**src/rtl/t04_mem_access_unit.sv**
```systemverilog
// t04_mem_access_unit
//   Multi-cycle load/store unit between the t04 datapath and the data-memory
//   bus. One load or store is accepted per request. It derives byte enables and
//   a word-aligned address from the low address bits, replicates store data
//   across lanes, and extracts and extends load data from the addressed lane.
//   It waits on mem_ack with an optional bounded timeout. Misaligned or illegal
//   accesses fault without reaching memory.
//
// Parameters
//   ADDR_W   address width (addr, addr_to_mem)
//   TIMEOUT  max ACCESS cycles without mem_ack before a fault; 0 = no timeout
//
// Ports
//   clk, nRst                    clock, synchronous active-low reset
//   req_read, req_write          load/store request, held until done
//   size[2:0]                    funct3: 000 b, 001 h, 010 w, 100 bu, 101 hu
//   addr, store_data             byte address, rs2 value
//   data_to_reg                  load result, valid while done=1
//   done, fault                  one-cycle retire pulse / fault pulse (with done)
//   stall                        (req_read|req_write) & ~done
//   mem_read, mem_write          registered bus strobes
//   addr_to_mem, data_to_mem     word address, lane-replicated store data
//   select[3:0]                  byte enables
//   mem_ack, data_from_mem       one-cycle acknowledge and read word
module t04_mem_access_unit #(
    parameter int ADDR_W  = 32,
    parameter int TIMEOUT = 255
) (
    input  logic              clk,
    input  logic              nRst,
    input  logic              req_read,
    input  logic              req_write,
    input  logic [2:0]        size,
    input  logic [ADDR_W-1:0] addr,
    input  logic [31:0]       store_data,
    output logic [31:0]       data_to_reg,
    output logic              done,
    output logic              fault,
    output logic              stall,
    output logic              mem_read,
    output logic              mem_write,
    output logic [ADDR_W-1:0] addr_to_mem,
    output logic [31:0]       data_to_mem,
    output logic [3:0]        select,
    input  logic              mem_ack,
    input  logic [31:0]       data_from_mem
);

    localparam int CW = (TIMEOUT < 1) ? 1 : $clog2(TIMEOUT + 1);
    // Counter value in the last strobe cycle before a timeout fault.
    localparam logic [CW-1:0] TO_LAST = CW'((TIMEOUT < 1) ? 0 : TIMEOUT - 1);

    typedef enum logic [1:0] {
        IDLE,
        ACCESS,
        RESP,
        FAULT
    } state_t;

    state_t        state;
    logic [CW-1:0] cnt;
    logic          op_read;
    logic [2:0]    size_q;
    logic [1:0]    off_q;

    logic          legal;
    logic [3:0]    sel_c;
    logic [31:0]   wdata_c;
    logic [31:0]   lane;
    logic [31:0]   load_c;

    assign stall = (req_read | req_write) & ~done;

    // Request decode. req_read wins when both requests are high.
    always_comb begin
        legal   = 1'b1;
        sel_c   = '0;
        wdata_c = store_data;
        case (size[1:0])
            2'b00: begin
                sel_c   = 4'b0001 << addr[1:0];
                wdata_c = {4{store_data[7:0]}};
            end
            2'b01: begin
                sel_c   = 4'b0011 << addr[1:0];
                wdata_c = {2{store_data[15:0]}};
                if (addr[0]) legal = 1'b0;
            end
            2'b10: begin
                sel_c = 4'b1111;
                if (addr[1:0] != 2'b00) legal = 1'b0;
            end
            default: legal = 1'b0;
        endcase
        // Unsigned variants exist only for byte/halfword loads.
        if (size[2] && (!req_read || size[1])) legal = 1'b0;
    end

    // Load extraction from the lane latched at request time.
    always_comb begin
        lane = data_from_mem >> {off_q, 3'b000};
        case (size_q)
            3'b000:  load_c = {{24{lane[7]}}, lane[7:0]};
            3'b001:  load_c = {{16{lane[15]}}, lane[15:0]};
            3'b100:  load_c = {24'd0, lane[7:0]};
            3'b101:  load_c = {16'd0, lane[15:0]};
            default: load_c = lane;
        endcase
    end

    always_ff @(posedge clk) begin
        if (!nRst) begin
            state       <= IDLE;
            cnt         <= '0;
            op_read     <= 1'b0;
            size_q      <= '0;
            off_q       <= '0;
            mem_read    <= 1'b0;
            mem_write   <= 1'b0;
            addr_to_mem <= '0;
            data_to_mem <= '0;
            select      <= '0;
            data_to_reg <= '0;
            done        <= 1'b0;
            fault       <= 1'b0;
        end else begin
            unique case (state)
                IDLE: begin
                    if (req_read || req_write) begin
                        op_read <= req_read;
                        size_q  <= size;
                        off_q   <= addr[1:0];
                        if (legal) begin
                            state       <= ACCESS;
                            cnt         <= '0;
                            mem_read    <= req_read;
                            mem_write   <= ~req_read;
                            addr_to_mem <= {addr[ADDR_W-1:2], 2'b00};
                            select      <= sel_c;
                            data_to_mem <= req_read ? '0 : wdata_c;
                        end else begin
                            state       <= FAULT;
                            done        <= 1'b1;
                            fault       <= 1'b1;
                            data_to_reg <= '0;
                        end
                    end
                end
                ACCESS: begin
                    if (cnt != '1) cnt <= cnt + CW'(1);
                    // Ack takes precedence over a timeout in the same cycle.
                    if (mem_ack) begin
                        state       <= RESP;
                        done        <= 1'b1;
                        mem_read    <= 1'b0;
                        mem_write   <= 1'b0;
                        data_to_reg <= op_read ? load_c : '0;
                    end else if (TIMEOUT != 0 && cnt == TO_LAST) begin
                        state       <= FAULT;
                        done        <= 1'b1;
                        fault       <= 1'b1;
                        mem_read    <= 1'b0;
                        mem_write   <= 1'b0;
                        data_to_reg <= '0;
                    end
                end
                RESP, FAULT: begin
                    state       <= IDLE;
                    done        <= 1'b0;
                    fault       <= 1'b0;
                    data_to_reg <= '0;
                end
            endcase
        end
    end

endmodule

```
**config.mk**
```make
export PLATFORM = sky130hd
export DESIGN_NAME = t04_mem_access_unit
export DESIGN_NICKNAME = d
export VERILOG_FILES = /design/src/rtl/t04_mem_access_unit.sv
export SDC_FILE = /design/constraint.sdc
export NUM_CORES = 1
export LEC_CHECK = 0
export BUFFER_PORTS_ARGS = -buffer_cell sky130_fd_sc_hd__buf_4
export CAP_MARGIN = 5
export CORE_ASPECT_RATIO = 1.75
export CORE_MARGIN = 2
export CORE_UTILIZATION = 50
export CTS_CLUSTER_SIZE = 40
export DETAILED_ROUTE_END_ITERATION = 16
export PLACE_DENSITY_LB_ADDON = 0.2
export RECOVER_POWER = 25
export SLEW_MARGIN = 40
export SYNTH_ARGS = -nofsm -noshare
export SYNTH_HDL_FRONTEND = slang
export SYNTH_SLANG_ARGS = --single-unit
```
**constraint.sdc**
```tcl
create_clock -name clk -period 6.69 [get_ports clk]
set_clock_uncertainty 0.2 [all_clocks]
set_input_delay 2.007 -clock clk [delete_from_list [all_inputs] [get_ports clk]]
set_output_delay 2.007 -clock clk [all_outputs]
set_load 0.01 [all_outputs]
```
# Word-level counts from Yosys, hierarchy flattened
# Cells that the tools add are included.
# W data, S select, Z words.
# totals
reg_bits	118
out_inout_bits	105
# classes
add_sub_neg	1
n_eq_ne	17
shifts	3
mux	38
bitwise	4
n_reduce_logical	17
# ops
cell	n
$mux W32	6
$pmux W32 S4	1
$pmux W32 S3	1
$pmux W32 S2	1
$shr A32 B5 Y32	1
$mux W8	3
$pmux W8 S2	1
$mux W1	14
$ne A2 B2 Y1 const B	6
$pmux W4 S3	1
$reduce_and A4 Y1	3
$pmux W1 S3	3
$add A8 B1 Y8 const B	1
$eq A8 B8 Y1 const B	1
$mux W2	4
$ne A8 B8 Y1 const B	1
$eq A2 B2 Y1 const B	3
$eq A3 B3 Y1 const B	2
$pmux W2 S3	1
$reduce_and A3 Y1	2
$eq A2 B1 Y1 const B	2
$logic_not A2 Y1	2
$pmux W1 S2	2
$reduce_and A2 Y1	2
other kinds (13)	16

# Depth between registers and ports, before layout
# Gate-level depths: netlist (run 1).
# depth
ltp_word	7
mapped_depth	8
ltp_nobuf	7

# Least setup slack after synthesis (run 1)
# OpenSTA, ideal clock, no wires.
# synth_path
path_type	input -> output
from	input port req_read
to	output port stall
t_arrival_ns	2.527
path_slack_ns	1.956
cell_stages	3
n_path_buf	1
path_cell_list	buf_2 -> nor2_1 -> nor2_1
# synth_via
elab_chain_len	2
# synth_rtl
element	line	source
start, declared	31	input logic req_read,
$or A1 B1 Y1	72	assign stall = (req_read | req_write) & ~done;
$and A1 B1 Y1	72	
end, declared	39	output logic stall,
# Every way passes these cells.

# Worst setup path after layout (run 1)
# Same ends and word-level chain as after synthesis.

==> results.txt, run 1 <==
Status: complete, but fails checks
Failing checks: max-capacitance violations, max-slew violations
Worst Hold Launch: data_to_mem[3]$_SDFFE_PN0P_
Antenna-violating nets left: 0
CTS max path bufs: 2
Final instance area: 7220 um^2
Initial core utilization: 0.516
Sw power: 0.516 mW
GPL Wtd Cong: 0.859
Iteration-0 DRC count of the detailed router: 262
NumNets Final: 929
Global-route wire length before repair: 25,200 um
Dpl cells: 931
Crit-path cells: buf_4, nor2_1, nor2_1, buf_4
Asr flop ratio synth: 0
Max-cap violation count: 1
Residual DRC: 0
Final worst setup slack: 1.57 ns
H-tree depth: 4
WL/cell: 16.8 um
Clock root buffer: clkbuf_16
Relative slew slack: -1.10
Antenna diodes: 0
Top_reg_cell synth: dfxtp_1
Die Span X: 81.9 um
WP data required: 4.48 ns
Die Area: 11,500 um^2
Worst Path Buf+Inv: 2
GR Util All Layers: 0.281
Post-CTS setup buffers: 0
Cts repair resizes: 0
Logic pwr share: 0.142
Final setup vio count: 0
Area Growth Syn to Fin: 35.9%
Internal: 1.37 mW
Vias in the first global route: 5,257
First-pass iteration count of the detailed router: 5
Yosys Warn Count: 0
Share of cells above drive strength 1: 0.248
Synth cell types: 55
Synthesized area per cell: 8.29 um^2
Leakage: 2.93 nW
Drt via density: 5.64
Fin Hold WS: 0.249 ns
Placeable Area: 10,300 um^2
Pre-CTS setup slack: 1.60 ns
Placed cell areas: 6840 um^2
Setup CP Type: in2out
Initial antenna violation count: 0
Net Sw Frac: 0.273
Tightest Hold Check Type: reg2reg
Die Y: 140 um
RSZ-0062 raised after global routing: no
Worst Setup End Kind: output pin
Total Wirelength: 16,200 um
Fin Setup TNS: 0 ns
Clk Latency, worst-skew pair: 0.41 ns
Top-Level Pins: 209
Non-Filler Instances: 963
Post-Synthesis Cells: 641
DP HPWL: 11,800 um
Top achievable clock speed: 195 MHz
Reg2reg start: state[0]$_SDFFE_PN0P_
Crit-path slowest cell: nor2_1
Num CTS Buffers: 17
Reg clk slew, reported paths: 0.05 ns
Post-synthesis sequential area ratio: 0.445
CTS tree: done
Cell family with most CP delay: simple AND/OR/NAND/NOR gates
Crit path max fanout: 38
Hold Fails Final Rpt: 0
Hold_buf cts: 0
Clk sinks: 118
Critical path startpoint: req_read
Post-Syn Area: 5310 um^2
Finished Core Util: 0.701
IO buf count: 206
Total Power: 1.89 mW
Post-synth EDFFs: 0
Sequential share of power: 0.401
Clock network power share: 0.457
Minimum clock period: 5.12 ns
Critical path startpoint category: input pin
Max stage delay on crit path: 0.43 ns
Total number of vias: 5,427
Worst-Margin Slew: 3.15 ns
Fin crit share: 0.765
Largest net degree at the start of global routing: 74
VDD IR max: 0.208 mV
Slew Limit Fails: 74
Flops & latches, synth: 118
Std-Cell Rows: 49
Crit path arrival time: 2.91 ns
Grt total ovfl: 0
PwrDens: 262 nW/um^2
## power groups by stage
stage	sequential [mW]	combinational (mW)	clock [mW]
after floorplan	0.772	0.151	0
after global placement	0.771	0.268	0
after detailed placement	0.773	0.273	0
after CTS	0.758	0.275	0.874
after global routing	0.762	0.292	0.905
final	0.758	0.267	0.863
## worst reg2reg max path, delay by kind of cell, from the launching register on
kind	cells	cell delay, ns
AOI/OAI and AO/OA	1	0.15
and+or+nand+nor	3	1.40
buffers and inverters	1	0.48
DFF	1	0.44
## synth_stat cells (9+ instances only)
| library cell | number | area [um^2] |
|---|---|---|
| o211ai_1 | 13 | 97.6 |
| o21ai_0 | 11 | 55.1 |
| a22o_1 | 9 | 78.8 |
| nand3b_1 | 9 | 67.6 |
| dfxtp_1 | 118 | 2360 |
| nand2_1 | 146 | 548 |
| or3_1 | 27 | 169 |
| nand3_1 | 12 | 60.1 |
| buf_2 | 23 | 115 |
| nor2_1 | 26 | 97.6 |
| a21oi_1 | 94 | 470 |
| mux2i_1 | 42 | 420 |
| clkbuf_1 | 21 | 78.8 |
## cell families (layout without fill, tap and decap cells)
family	after synthesis	count (layout)	share of synthesized area
other	1	2	0.000706
adders and majority gates	2	2	0.00471
xor gates and xnor gates	1	1	0.00165
buffers and inverters	58	252	0.0506
and+or+nand+nor	254	254	0.223
AOI/OAI and AO/OA	164	164	0.194
DFF	118	118	0.445
muxes	43	43	0.0813
## metal layers
layer | vias to the layer above | GRT usage | part of all wire
met1 | 2530 | 0.287 | 0.35
li1 | 2605 | - | -
met4 | 0 | 0.132 | 0.036
met3 | 51 | 0.0896 | 0.078
met2 | 241 | 0.500 | 0.54
met5 | - | 0 | 0
## layout by cell type (no fill, tap or decap), drive strengths merged, types with 4 or more instances in the layout
cell / instances
nand3b: 9
or3: 27
o211ai: 13
a21oi: 94
inv: 9
nand3: 12
or4: 4
nand2: 147
dfxtp: 118
o21ai: 17
a32o: 7
clkinv: 6
buf: 162
nor2: 28
nand2b: 6
mux2i: 42
clkinvlp: 5
clkbuf: 69
a22o: 9
a211o: 7
nor3: 4
nor2b: 8
## final timing paths
kind | to | slack (ns) | cells after the start
hold / removal | data_to_mem[3]$_SDFFE_PN0P_ | 0.25 | 2
setup reg to reg | data_to_mem[17]$_SDFFE_PN0P_ | 3.92 | 5
setup / recovery | stall | 1.57 | 4
hold reg to reg | data_to_mem[3]$_SDFFE_PN0P_ | 0.25 | 2
## layout make-up
| type | instances | area (um^2) |
|---|---|---|
| clock inverters | 13 | 125 |
| multi-input cells | 466 | 2690 |
| inverters | 8 | 30.0 |
| flip-flops and latches | 118 | 2360 |
| clock buffers | 19 | 443 |
| well taps | 127 | 159 |
| repair buffers | 212 | 1400 |
| fillers | 862 | 3080 |
Note: power is estimated with default switching activity, not from simulation.
==> run 2, diff against run 1 <==
--- a/config.mk
+++ b/config.mk
@@ -9,7 +9,7 @@
 export CAP_MARGIN = 5
 export CORE_ASPECT_RATIO = 1.75
 export CORE_MARGIN = 2
-export CORE_UTILIZATION = 50
+export CORE_UTILIZATION = 49
 export CTS_CLUSTER_SIZE = 40
 export DETAILED_ROUTE_END_ITERATION = 16
 export PLACE_DENSITY_LB_ADDON = 0.2
==> constraint.sdc (replaced) <==
create_clock -name clk -period 4.86 [get_ports clk]
set_clock_uncertainty 0.2 [all_clocks]
set_input_delay 1.458 -clock clk [delete_from_list [all_inputs] [get_ports clk]]
set_output_delay 1.458 -clock clk [all_outputs]
set_load 0.01 [all_outputs]
==> run 2 against run 1 <==
Largest power group unchanged. Global-route usage decreased by 0.80 points. The run now ends clean. Design area is 0.59% higher. Via count shrank 0.28%. Clock power rose by 48%. Setup slack got worse by 0.68 ns. Cell count rose by 0.31%. Combinational power up 39%. Critical path type unchanged. Critical path depth stayed put. Routed wire length decreased by 1.7%. Worst hold slack improved by 0.0043 ns. Clock-buffer cell count shrank 1.
==> results.txt, run 2 (same netlist as run 1, synthesis figures left out) <==
Area Growth Syn to Fin: 36.7%
Crit path max fanout: 38 (unchanged)
Internal: 1.99 mW (+45%)
Std-Cell Rows: 50 (+2.0%)
Grt total ovfl: 0 (unchanged)
Hold Fails Final Rpt: 0 (unchanged)
GR peak layer: met2
Crit-path slowest cell: nor2_1
Net Sw Frac: 0.260 (-0.0133)
Total Wirelength: 15,900 um (-1.7%)
First-pass iteration count of the detailed router: 5 (unchanged)
Max stage delay on crit path: 0.40 ns (-0.03 ns)
Die Span X: 82.7 um (+0.96%)
WP data required: 3.20 ns (-1.28 ns)
Final instance area: 7260 um^2 (+0.59%)
Reg2reg start: state[0]$_SDFFE_PN0P_
Crit path arrival time: 2.31 ns (-0.60 ns)
Clk sinks: 118 (unchanged)
Worst Hold Launch: data_to_mem[19]$_SDFFE_PN0P_
Die Y: 142 um (+0.99%)
GR Util All Layers: 0.273 (-0.00802)
Largest net degree at the start of global routing: 53 (-28%)
Clock root buffer: clkbuf_16
Worst hold stages: 2 (unchanged)
Sequential share of power: 0.387 (-0.014)
Total number of vias: 5,412 (-0.28%)
Crit Reg-Reg Endpoint: addr_to_mem[12]$_SDFFE_PN0P_
Die Area: 11,700 um^2 (+2.0%)
Fin crit share: 0.817
Max-cap violation count: 0 (-1)
GRT met1 Usage: 0.279 (-0.00775)
Critical path startpoint category: input pin
CTS max path bufs: 2 (unchanged)
Hold_buf cts: 0 (unchanged)
Status: completed
Minimum clock period: 3.97 ns
Final setup vio count: 0 (unchanged)
Top achievable clock speed: 252 MHz
Vias in the first global route: 5,368 (+2.1%)
Clock network power share: 0.475 (+0.018)
Reg2reg setup slack: 2.52 ns (-1.40 ns)
Share of cells above drive strength 1: 0.245 (-0.00239)
DP HPWL: 11,400 um (-3.4%)
Residual DRC: 0 (unchanged)
Fin Setup TNS: 0 ns (unchanged)
Hold Path End: data_to_mem[19]$_SDFFE_PN0P_
Cell family with most CP delay: simple AND/OR/NAND/NOR gates
IO buf count: 206 (unchanged)
Most common cell after layout, fill and taps aside: buf_4
Top-Level Pins: 209 (unchanged)
M2 GR Usage: 0.485 (-0.0155)
CTS tree: done
H-tree depth: 4 (unchanged)
Leakage: 2.96 nW (+0.68%)
Post-CTS setup buffers: 0 (unchanged)
Worst r2r path cells: 5 (unchanged)
Placeable Area: 10,600 um^2 (+3.3%)
Antenna diodes: 0 (unchanged)
RSZ-0062 raised after global routing: no
Sw power: 0.698 mW (+35%)
PwrDens: 371 nW/um^2 (+42%)
Commonest non-fill, non-tap cells in the layout: buf_4 (159), nand2_1 (146), dfxtp_1 (117), a21oi_1 (94), clkbuf_1 (53)
WL/cell: 16.5 um (-2.0%)
Cts repair resizes: 0 (unchanged)
Fin Hold WS: 0.254 ns (+0.00428 ns)
Setup CP Type: in2out
Num CTS Buffers: 17 (unchanged)
Drt via density: 5.60 (-0.59%)
Placed cell areas: 6840 um^2 (about the same)
Finished Core Util: 0.683 (-0.0181)
Tightest Hold Check Type: reg2reg
Initial antenna violation count: 0 (unchanged)
Logic pwr share: 0.137 (-0.005)
NumNets Final: 929 (unchanged)
Worst Setup End Kind: output pin
Relative slew slack: 0.404 (+1.50)
Global-route wire length before repair: 24,700 um (-1.7%)
Reg clk slew, reported paths: 0.06 ns (about the same)
Antenna-violating nets left: 0 (unchanged)
Slew Limit Fails: 0 (-100%)
Iteration-0 DRC count of the detailed router: 211 (-19%)
Clk Latency, worst-skew pair: 0.41 ns (about the same)
Crit-path cells: buf_4, nor2_1, nor2_1, buf_4
Global routing usage on met3: 0.0808 (-0.00877)
Worst Path Buf+Inv: 2 (unchanged)
Worst-Margin Slew: 0.893 ns (-2.26 ns)
GPL Wtd Cong: 0.851 (-0.93%)
VDD IR max: 0.252 mV (+21%)
Initial core utilization: 0.500 (-0.0163)
run 2: routing by layer:
layer  up-vias  wire length, um
met1      2543             5630
met2       223             8480
li1       2607                -
met4         0              560
met3        39             1240
met5         -                0
run 2: per-stage QoR:
stage	setup WS, ns	power, mW	cells
2_1_floorplan	1.22	1.27	642
3_3_place_gp	0.946	1.43	934
3_5_place_dp	0.882	1.44	934
4_1_cts	0.881	2.72	966
5_1_grt	0.778	2.80	966
6_report	0.888	2.69	966
run 2: worst reg2reg max path, cell delays in order (launching register included):
cell and delay, ns:
dfxtp_1 0.43, nor3_2 0.55, nand2_4 0.40, buf_4 0.40, nand2_1 0.15, a21oi_1 0.08
run 2: power groups by stage:
stage	clock (mW)	sequential [mW]	combinational, mW
3_5_place_dp	0	1.06	0.378
5_1_grt	1.34	1.05	0.405
3_3_place_gp	0	1.06	0.370
4_1_cts	1.30	1.04	0.380
2_1_floorplan	0	1.06	0.208
6_report	1.28	1.04	0.370
run 2: final cells by class:
cell class	instances	area [um^2]
Clock buffer	18	439
Clock inverter	14	174
Fill cell	924	3370
Inverter	8	30.0
Multi-Input combinational cell	466	2700
Sequential cell	118	2360
Tap cell	130	163
Timing Repair Buffer	212	1390
run 2: how the worst max path moves through the flow:
| stage | start | slack (ns) | endpoint | cells after the start |
|---|---|---|---|---|
| after floorplan | req_read | 1.22 | stall | 3 |
| after global placement | req_read | 0.95 | stall | 4 |
| after detailed placement | req_read | 0.88 | stall | 4 |
| after CTS | req_read | 0.88 | stall | 4 |
| after global routing | req_read | 0.78 | stall | 4 |
| final | req_read | 0.89 | stall | 4 |
